===== config.mk =====
export PLATFORM = sky130hd
export DESIGN_NAME = core_bus_arbiter_flat
export DESIGN_NICKNAME = d
export VERILOG_FILES = /design/src/rtl/core_bus_arbiter_if.sv /design/src/rtl/core_bus_arbiter.sv /design/src/flat_wrapper.sv
export SDC_FILE = /design/constraint.sdc
export NUM_CORES = 1
export LEC_CHECK = 0
export CAP_MARGIN = 20
export CORE_AREA = 2 2 211 213
export CTS_CLUSTER_SIZE = 20
export DETAILED_ROUTE_END_ITERATION = 10
export DIE_AREA = 0 0 213 215
export PLACE_DENSITY = 0.62
export SLEW_MARGIN = 20
export SYNTH_ARGS = -nofsm -noshare
export SYNTH_HDL_FRONTEND = slang
export SYNTH_SLANG_ARGS = --single-unit
export TNS_END_PERCENT = 30

===== constraint.sdc =====
create_clock -name clk -period 1.76 [get_ports clk]
set_input_delay 0.352 -clock clk [delete_from_list [all_inputs] [get_ports clk]]
set_output_delay 0.352 -clock clk [all_outputs]
set_load 0.01 [all_outputs]

===== src/rtl/core_bus_arbiter_if.sv =====
// Bus bundle for core_bus_arbiter: ibus/dbus master ports on the core side, single memory port on the far side.
// The slave modport is the arbiter's view; the master modport is the view of whatever drives it (core + memory).
interface core_bus_arbiter_if #(
    parameter int ADDR_W = 64,
    parameter int DATA_W = 64,
    parameter int STRB_W = DATA_W / 8
);
    logic              i_valid;
    logic [ADDR_W-1:0] i_addr;
    logic              i_addr_ok;
    logic              i_data_ok;
    logic [DATA_W-1:0] i_rdata;

    logic              d_valid;
    logic [ADDR_W-1:0] d_addr;
    logic [2:0]        d_size;
    logic [STRB_W-1:0] d_strobe;
    logic [DATA_W-1:0] d_wdata;
    logic              d_addr_ok;
    logic              d_data_ok;
    logic [DATA_W-1:0] d_rdata;

    logic              m_valid;
    logic              m_write;
    logic [ADDR_W-1:0] m_addr;
    logic [2:0]        m_size;
    logic [STRB_W-1:0] m_strobe;
    logic [DATA_W-1:0] m_wdata;
    logic              m_ready;
    logic              m_rvalid;
    logic [DATA_W-1:0] m_rdata;

    modport slave (
        input  i_valid, i_addr, d_valid, d_addr, d_size, d_strobe, d_wdata,
               m_ready, m_rvalid, m_rdata,
        output i_addr_ok, i_data_ok, i_rdata, d_addr_ok, d_data_ok, d_rdata,
               m_valid, m_write, m_addr, m_size, m_strobe, m_wdata
    );

    modport master (
        output i_valid, i_addr, d_valid, d_addr, d_size, d_strobe, d_wdata,
               m_ready, m_rvalid, m_rdata,
        input  i_addr_ok, i_data_ok, i_rdata, d_addr_ok, d_data_ok, d_rdata,
               m_valid, m_write, m_addr, m_size, m_strobe, m_wdata
    );
endinterface


===== src/rtl/core_bus_arbiter.sv =====
// One-at-a-time arbiter of ibus/dbus onto the memory port. Define ARB_ROUND_ROBIN_EN for
// round-robin tie breaking; otherwise dbus has fixed priority.
// Handshake: a master holds valid until its data_ok; memory takes m_valid when m_ready is high
// and answers with a single m_rvalid pulse; addr_ok/data_ok are one-cycle pulses to the owner only.
module core_bus_arbiter #(
    parameter int ADDR_W = 64,
    parameter int DATA_W = 64,
    parameter int STRB_W = DATA_W / 8
) (
    input  logic               clk,
    input  logic               reset,
    core_bus_arbiter_if.slave  bus,
    output logic [1:0]         dbg_state_o
);
    typedef enum logic [1:0] {
        S_IDLE = 2'd0,
        S_REQ  = 2'd1,
        S_WAIT = 2'd2,
        S_RESP = 2'd3
    } state_t;

    localparam logic OWNER_I = 1'b0;
    localparam logic OWNER_D = 1'b1;

    state_t            state_q;
    logic              owner_q;
    logic              m_valid_q;
    logic              m_write_q;
    logic [ADDR_W-1:0] m_addr_q;
    logic [2:0]        m_size_q;
    logic [STRB_W-1:0] m_strobe_q;
    logic [DATA_W-1:0] m_wdata_q;
    logic [DATA_W-1:0] i_rdata_q;
    logic [DATA_W-1:0] d_rdata_q;
    logic              i_data_ok_q;
    logic              d_data_ok_q;
    logic              grant_dbus;
    logic              rsp_take;

`ifdef ARB_ROUND_ROBIN_EN
    logic              last_q;

    always_comb begin
        grant_dbus = bus.d_valid && (!bus.i_valid || (last_q == OWNER_I));
    end
`else
    always_comb begin
        grant_dbus = bus.d_valid;
    end
`endif

    // A response counts only while a request is outstanding, including the accept cycle itself.
    assign rsp_take = bus.m_rvalid &&
                      (((state_q == S_REQ) && bus.m_ready) || (state_q == S_WAIT));

    always_ff @(posedge clk or negedge reset) begin
        if (!reset) begin
            state_q     <= S_IDLE;
            owner_q     <= OWNER_D;
            m_valid_q   <= 1'b0;
            m_write_q   <= 1'b0;
            m_addr_q    <= '0;
            m_size_q    <= '0;
            m_strobe_q  <= '0;
            m_wdata_q   <= '0;
            i_rdata_q   <= '0;
            d_rdata_q   <= '0;
            i_data_ok_q <= 1'b0;
            d_data_ok_q <= 1'b0;
`ifdef ARB_ROUND_ROBIN_EN
            last_q      <= OWNER_I;
`endif
        end else begin
            i_data_ok_q <= 1'b0;
            d_data_ok_q <= 1'b0;
            if (rsp_take) begin
                if (owner_q == OWNER_D) begin
                    d_rdata_q   <= bus.m_rdata;
                    d_data_ok_q <= 1'b1;
                end else begin
                    i_rdata_q   <= bus.m_rdata;
                    i_data_ok_q <= 1'b1;
                end
            end
            case (state_q)
                S_IDLE: begin
                    if (bus.i_valid || bus.d_valid) begin
                        m_valid_q <= 1'b1;
                        state_q   <= S_REQ;
`ifdef ARB_ROUND_ROBIN_EN
                        last_q    <= grant_dbus;
`endif
                        if (grant_dbus) begin
                            owner_q    <= OWNER_D;
                            m_write_q  <= |bus.d_strobe;
                            m_addr_q   <= bus.d_addr;
                            m_size_q   <= bus.d_size;
                            m_strobe_q <= bus.d_strobe;
                            m_wdata_q  <= bus.d_wdata;
                        end else begin
                            owner_q    <= OWNER_I;
                            m_write_q  <= 1'b0;
                            m_addr_q   <= bus.i_addr;
                            m_size_q   <= 3'b010;
                            m_strobe_q <= '0;
                            m_wdata_q  <= '0;
                        end
                    end
                end
                S_REQ: begin
                    if (bus.m_ready) begin
                        m_valid_q <= 1'b0;
                        state_q   <= bus.m_rvalid ? S_RESP : S_WAIT;
                    end
                end
                S_WAIT: begin
                    if (bus.m_rvalid) begin
                        state_q <= S_RESP;
                    end
                end
                S_RESP: begin
                    state_q <= S_IDLE;
                end
                default: begin
                    state_q <= S_IDLE;
                end
            endcase
        end
    end

    // addr_ok is the accept cycle itself, so it follows m_ready combinationally.
    assign bus.i_addr_ok = (state_q == S_REQ) && bus.m_ready && (owner_q == OWNER_I);
    assign bus.d_addr_ok = (state_q == S_REQ) && bus.m_ready && (owner_q == OWNER_D);
    assign bus.i_data_ok = i_data_ok_q;
    assign bus.d_data_ok = d_data_ok_q;
    assign bus.i_rdata   = i_rdata_q;
    assign bus.d_rdata   = d_rdata_q;
    assign bus.m_valid   = m_valid_q;
    assign bus.m_write   = m_write_q;
    assign bus.m_addr    = m_addr_q;
    assign bus.m_size    = m_size_q;
    assign bus.m_strobe  = m_strobe_q;
    assign bus.m_wdata   = m_wdata_q;
    assign dbg_state_o   = state_q;
endmodule


===== src/flat_wrapper.sv =====
// flat-port wrapper written by rule: the top's interface ports become plain ports
module core_bus_arbiter_flat 
#(
    parameter int ADDR_W = 64,
    parameter int DATA_W = 64,
    parameter int STRB_W = DATA_W / 8
)
  (clk, reset, dbg_state_o, bus_i_valid, bus_i_addr, bus_d_valid, bus_d_addr, bus_d_size, bus_d_strobe, bus_d_wdata, bus_m_ready, bus_m_rvalid, bus_m_rdata, bus_i_addr_ok, bus_i_data_ok, bus_i_rdata, bus_d_addr_ok, bus_d_data_ok, bus_d_rdata, bus_m_valid, bus_m_write, bus_m_addr, bus_m_size, bus_m_strobe, bus_m_wdata);
  core_bus_arbiter_if #(.ADDR_W(ADDR_W), .DATA_W(DATA_W), .STRB_W(STRB_W)) bus_i ();
  input  logic clk;
  input  logic reset;
  output logic [1:0] dbg_state_o;
  input wire logic [$bits(bus_i.i_valid)-1:0] bus_i_valid;
  input wire logic [$bits(bus_i.i_addr)-1:0] bus_i_addr;
  input wire logic [$bits(bus_i.d_valid)-1:0] bus_d_valid;
  input wire logic [$bits(bus_i.d_addr)-1:0] bus_d_addr;
  input wire logic [$bits(bus_i.d_size)-1:0] bus_d_size;
  input wire logic [$bits(bus_i.d_strobe)-1:0] bus_d_strobe;
  input wire logic [$bits(bus_i.d_wdata)-1:0] bus_d_wdata;
  input wire logic [$bits(bus_i.m_ready)-1:0] bus_m_ready;
  input wire logic [$bits(bus_i.m_rvalid)-1:0] bus_m_rvalid;
  input wire logic [$bits(bus_i.m_rdata)-1:0] bus_m_rdata;
  output wire logic [$bits(bus_i.i_addr_ok)-1:0] bus_i_addr_ok;
  output wire logic [$bits(bus_i.i_data_ok)-1:0] bus_i_data_ok;
  output wire logic [$bits(bus_i.i_rdata)-1:0] bus_i_rdata;
  output wire logic [$bits(bus_i.d_addr_ok)-1:0] bus_d_addr_ok;
  output wire logic [$bits(bus_i.d_data_ok)-1:0] bus_d_data_ok;
  output wire logic [$bits(bus_i.d_rdata)-1:0] bus_d_rdata;
  output wire logic [$bits(bus_i.m_valid)-1:0] bus_m_valid;
  output wire logic [$bits(bus_i.m_write)-1:0] bus_m_write;
  output wire logic [$bits(bus_i.m_addr)-1:0] bus_m_addr;
  output wire logic [$bits(bus_i.m_size)-1:0] bus_m_size;
  output wire logic [$bits(bus_i.m_strobe)-1:0] bus_m_strobe;
  output wire logic [$bits(bus_i.m_wdata)-1:0] bus_m_wdata;
  assign bus_i.i_valid = bus_i_valid;
  assign bus_i.i_addr = bus_i_addr;
  assign bus_i.d_valid = bus_d_valid;
  assign bus_i.d_addr = bus_d_addr;
  assign bus_i.d_size = bus_d_size;
  assign bus_i.d_strobe = bus_d_strobe;
  assign bus_i.d_wdata = bus_d_wdata;
  assign bus_i.m_ready = bus_m_ready;
  assign bus_i.m_rvalid = bus_m_rvalid;
  assign bus_i.m_rdata = bus_m_rdata;
  assign bus_i_addr_ok = bus_i.i_addr_ok;
  assign bus_i_data_ok = bus_i.i_data_ok;
  assign bus_i_rdata = bus_i.i_rdata;
  assign bus_d_addr_ok = bus_i.d_addr_ok;
  assign bus_d_data_ok = bus_i.d_data_ok;
  assign bus_d_rdata = bus_i.d_rdata;
  assign bus_m_valid = bus_i.m_valid;
  assign bus_m_write = bus_i.m_write;
  assign bus_m_addr = bus_i.m_addr;
  assign bus_m_size = bus_i.m_size;
  assign bus_m_strobe = bus_i.m_strobe;
  assign bus_m_wdata = bus_i.m_wdata;
  core_bus_arbiter #(.ADDR_W(ADDR_W), .DATA_W(DATA_W), .STRB_W(STRB_W)) u_core (.clk(clk), .reset(reset), .bus(bus_i), .dbg_state_o(dbg_state_o));
endmodule

Word-level counts from Yosys, hierarchy flattened. Cells that the tools add are included.

Equal/unequal tests: 6. Mux-type cells: 18. Bitwise operators: 1. Reduce and logical (&&, ||, !) cells: 14.

Operators with widths (number): $mux 64 (2); $mux 1 (9); $mux 8 (1); $pmux 2 s4 (1); $reduce_or 8->1 (1); $mux 2 (3); $reduce_and 2->1 (3); $reduce_and 3->1 (2); $eq 2x2->1 const B (2); $logic_and 1x1->1 (4); $ne 2x2->1 const B (2); $mux 3 (1); $eq 2x1->1 const B (1); $logic_not 2->1 (1); $logic_or 1x1->1 (2); $ne 2x1->1 const B (1); $pmux 1 s2 (1); $reduce_bool 2->1 (1); $not 1->1 (1).

Register bits after elaboration: 274. Input bits: 273. Output and inout bits: 275.

Longest topological paths before layout.
Depth after elaboration: 5. Gate-level depth with buffers: 8. Depth with buffers taken out: 6.

Worst setup path before layout. No wires, ideal clock.

Kind: register to register. Start: register u_core.state_q[1] (netlist: u_core.dbg_state_o[1]). End: register u_core.i_rdata_q[14] (netlist: u_core.bus.i_rdata[14]). Data required time: 1.635 ns. Stages on the path, launching flop included: 9. Arrival: 1.673 ns. Slack: -0.038 ns. Path through: dfrtp_1 -> inv_1 -> ha_1 -> and2_4 -> o21ai_2 -> nor2_2 -> buf_6 -> buf_12 -> mux2_4.

Cells in the longest elaborated chain, start to end: 5. Elaborated cells between the ends (all ways): 6. Those cells by class: eq/ne (2); reduce/logical (4).

RTL lines: start, declared (RTL line core_bus_arbiter.sv:25) `state_t state_q;`; start signal, assigned (RTL line core_bus_arbiter.sv:113) `state_q <= bus.m_rvalid ? S_RESP : S_WAIT;`; $eq 2x1->1 (RTL line core_bus_arbiter.sv:54) `(((state_q == S_REQ) && bus.m_ready) || (state_q == S_WAIT));`; $logic_and 1x1->1 (RTL line core_bus_arbiter.sv:54); $logic_or 1x1->1 (*) (RTL line core_bus_arbiter.sv:54); $logic_and 1x1->1 (*) (RTL line core_bus_arbiter.sv:53) `assign rsp_take = bus.m_rvalid &&`; $reduce_and 2->1 (no source line) (*); end signal, assigned (RTL line core_bus_arbiter.sv:81) `i_rdata_q <= bus.m_rdata;`; end, declared (RTL line core_bus_arbiter.sv:33) `logic [DATA_W-1:0] i_rdata_q;`.

Every way passes the cells marked *; elsewhere a longest branch is shown, timed or not. A chain may end at the register's enable or synchronous reset.

Worst setup path after layout.
Start: register u_core.state_q[0] (netlist: u_core.dbg_state_o[0]). End: output bus_d_addr_ok.

Cells in the longest elaborated chain, start to end: 3.

RTL lines: $eq 2x1->1 (RTL line core_bus_arbiter.sv:133) `assign bus.d_addr_ok = (state_q == S_REQ) && bus.m_ready && (owner_q == OWNER_D);`; $logic_and 1x1->1 (2 in series) (RTL line core_bus_arbiter.sv:133); end, declared (RTL line flat_wrapper.sv:26) `output wire logic [$bits(bus_i.d_addr_ok)-1:0] bus_d_addr_ok;`.

No other way between the ends.

==> impl_metrics.yaml <==
timing:
  period_minus_slack_ns: 1.929
  relSlewSlack_pct: 62.95
  tightest_slew_ns: 0.5558
  finClkSkew_ns: 0.005740
  slew_viol_final: 0
  rsz0062_at_grt: "yes"
  hold_viol_final: 0
  finalWorstSetupSlack_ns: -0.1695
  post-route-period-util_pct: 109.6
  setup_viol: 74
  setup_tns_ns: -5.335
  max_freq_mhz: 518.3
routing:
  drt_first_pass_iters: 4
  avgRoutedWirePerCell_um: 17.69
  drc: 0
  drt_iter0_markers: 328
  avgViaCountPerCell: 4.268
  via_count: 9151
  drt-total-wl_um: 37930
  drtAntennaViolNets: 0
clock_network:
  clkSlewWorstSetupHoldPaths_ns: 0.06
  clkSinkCount: 274
  clk-insertion-delay-late_ns: 0.55
  root_buffer: "clkbuf_16"
  cts_buffers: 31
  htree_levels: 1
  cts_max_path_buffers: 3
  cts_tree: "built"
power:
  vdd_drop_max_uv: 746.6
  leakage_uw: 0.009611
  power-per-cell-area_nw_per_um2: 1680
grt:
  grt_pass1_vias: 9907
  grt_use_total_pct: 16.24
  antenna_found_initial: 1
  grt_overflow: 0
  grt_pass1_wl_um: 57950
  grt_max_degree: 56
setup_path:
  cp.required_ns: 1.41
  crit_path_start_kind: "flop"
  cpPeakStageDelay_ns: 0.44
  worstSetupEndpointType: "primary output"
  cp_num_buf_inv: 2
  path_max_fanout: 4
  slowest_stage: "dfrtp_2"
  path_class: "reg -> out"
  r2r_slack_ns: -0.11
  crit_chain: "ha_4 > buf_4 > and3_1 > buf_2"
  crit_family: "flip-flops"
  crit_arrival_ns: 1.58
place:
  gp_congestion: 0.8009
  dp_cells: 2075
  portBuffers: 547
  hpwl_um: 29180
yosys:
  avgSynthCellArea_um2: 12.51
  synth_nets: 1193
  ys_seq_area_share_pct: 59.85
  synthCells: 916
  synth_area_um2: 11460
  synth_warnings: 0
  synth_cell_type_count: 31
  ys_ff_latch: 274
die:
  fp.dieW_um: 213
  core_um2: 43640
  rows: 77
  initial_core_util_pct: 26.25
  die_h_um: 215
  ios: 548
  dieArea_um2: 45800
layout:
  finalNonFillerCells: 2144
  layout-drive-gt1-share_pct: 18.83
  n_fill_cell: 4184
  nets: 1808
  final_util_pct: 43.99
  syn_to_final_growth_pct: 67.56
flow_run:
  cap_violations: 0
outcome:
  status: "complete, but fails checks"
  violations: "setup timing"
worst_hold_path:
  hp-class: "in -> reg"
[power by group]
group / leakage, µW / total [µW] / internal, µW / switching (µW)
Sequential: 0.00337 / 11300 / 9510 / 1810
Clock: 0.000498 / 6320 / 3820 / 2500
Combinational: 0.00574 / 14600 / 7930 / 6680
[synth_stat cells (all sizes together)]
| library cell | number | share of area [%] |
|---|---|---|
| dfrtp | 273 | 60 |
| nand2 | 218 | 7.1 |
| mux2 | 129 | 16 |
| nand3 | 74 | 3.2 |
| o21ai | 70 | 3.2 |
| mux2i | 64 | 5.6 |
| buf | 41 | 2.8 |
| clkbuf | 20 | 0.66 |
| inv | 5 | 0.16 |
| ha | 4 | 0.44 |
| a21o | 2 | 0.13 |
| a21oi | 2 | 0.087 |
| nor2 | 2 | 0.087 |
| nor2b | 2 | 0.11 |
| or4 | 2 | 0.13 |
| a221o | 1 | 0.087 |
| a22o | 1 | 0.076 |
| and2 | 1 | 0.076 |
| and3 | 1 | 0.055 |
| dfstp | 1 | 0.23 |
| nand2b | 1 | 0.055 |
| nor3 | 1 | 0.044 |
| o211ai | 1 | 0.11 |
[worst reg2reg max path, delay by kind of cell, from the launching register on]
family / cells / cell delay (ns)
fa+ha+maj: 1 / 0.14
flops: 1 / 0.40
compound gates: 1 / 0.06
simple gates: 2 / 0.27
mux: 1 / 0.33
buf+inv: 4 / 0.57
[layout by cell type (no fill, tap or decap), types with 13 or more instances in the layout]
master           netlist  layout
buf_12                 5      24
buf_4                  1      55
buf_6                  7      13
clkbuf_16              0      31
clkdlybuf4s50_1        0     270
nand3_1               74      74
mux2_2                31      13
nand2_1              218     218
mux2i_1               64      64
o21ai_0               68      67
dfrtp_1              273     272
mux2_4                98     116
dlygate4sd2_1          0     270
[final cells by class]
cell class,count,area (µm²),area share (%)
sequential,274,6859,35.72
timing repair buffer,643,6262,32.62
multi-input combinational,576,4315,22.48
clock buffer,45,908.4,4.731
tap,592,740.7,3.858
clock inverter,8,90.09,0.4692
inverter,5,21.27,0.1108
antenna,1,2.502,0.01303
[cell families (layout without fill, tap and decap cells)]
group                      count (synthesis)  after routing  share of synthesized area, %
adders and majority gates                  4              4                        0.4368
DFF                                      274            274                         59.85
other                                      0              1                             0
and+or+nand+nor                          302            302                         10.93
buffers and inverters                     66            701                         3.625
AOI/OAI and AO/OA                         77             77                         3.680
muxes                                    193            193                         21.48
[final timing paths]
kind / cells after the start / endpoint / startpoint
max: 4 / bus_d_addr_ok / u_core.dbg_state_o[0]$_DFFE_PN0P_
min: 3 / u_core.bus.m_strobe[1]$_DFFE_PN0P_ / bus_d_valid
max reg2reg: 9 / u_core.bus.i_rdata[3]$_DFFE_PN0P_ / u_core.dbg_state_o[1]$_DFFE_PN0P_
min reg2reg: 2 / u_core.bus.m_wdata[47]$_DFFE_PN0P_ / u_core.bus.m_wdata[47]$_DFFE_PN0P_
max in group asynchronous: 3 / u_core.bus.m_addr[54]$_DFFE_PN0P_ / reset
min in group asynchronous: 2 / u_core.bus.d_rdata[20]$_DFFE_PN0P_ / reset
[per-layer routing]
metal / share of wire (%) / GRT usage [%] / up-vias / routed length, µm
met2: 48 / 27.37 / 385 / 18040
met5: 0 / 0 / - / 0
met3: 9.4 / 5.363 / 59 / 3554
met1: 40 / 19.55 / 4367 / 15290
met4: 2.8 / 4.918 / 0 / 1047
li1: - / - / 4340 / -
[state kept, by name (all words and copies together) (netlist names)]
signal and cells:
u_core.bus.m_strobe 8, u_core.bus.i_rdata 64, u_core.bus.d_data_ok 1, u_core.bus.m_valid 1, u_core.bus.m_addr 64, u_core.bus.d_rdata 64
u_core.bus.m_write 1, u_core.dbg_state_o 2, u_core.owner_q 1, u_core.bus.m_size 3, u_core.bus.m_wdata 64, u_core.bus.i_data_ok 1
[stage by stage]
step,total power [µW],setup slack [ns],hold slack (ns),cell area (µm²)
floorplan,18120,-0.001953,0.05641,11460
global placement,27540,-0.3273,0.3474,18200
detailed placement,27860,-0.3000,0.3527,18200
CTS,32580,-0.2288,0.1071,19160
global route,34360,-0.2331,0.1197,19200
finish,32260,-0.1695,0.1330,19200
[what timing repair did]
item                                    4_1_cts  5_1_grt
hold endpoints to repair                     37        0
resized for setup                           322       28
hold buffers                                  1        0
endpoints found under the setup margin      394      249
pin swaps                                     5        6
cloned                                        3        0
buffers inserted                             11        7
No activity file was read; power rests on OpenSTA's default activity.
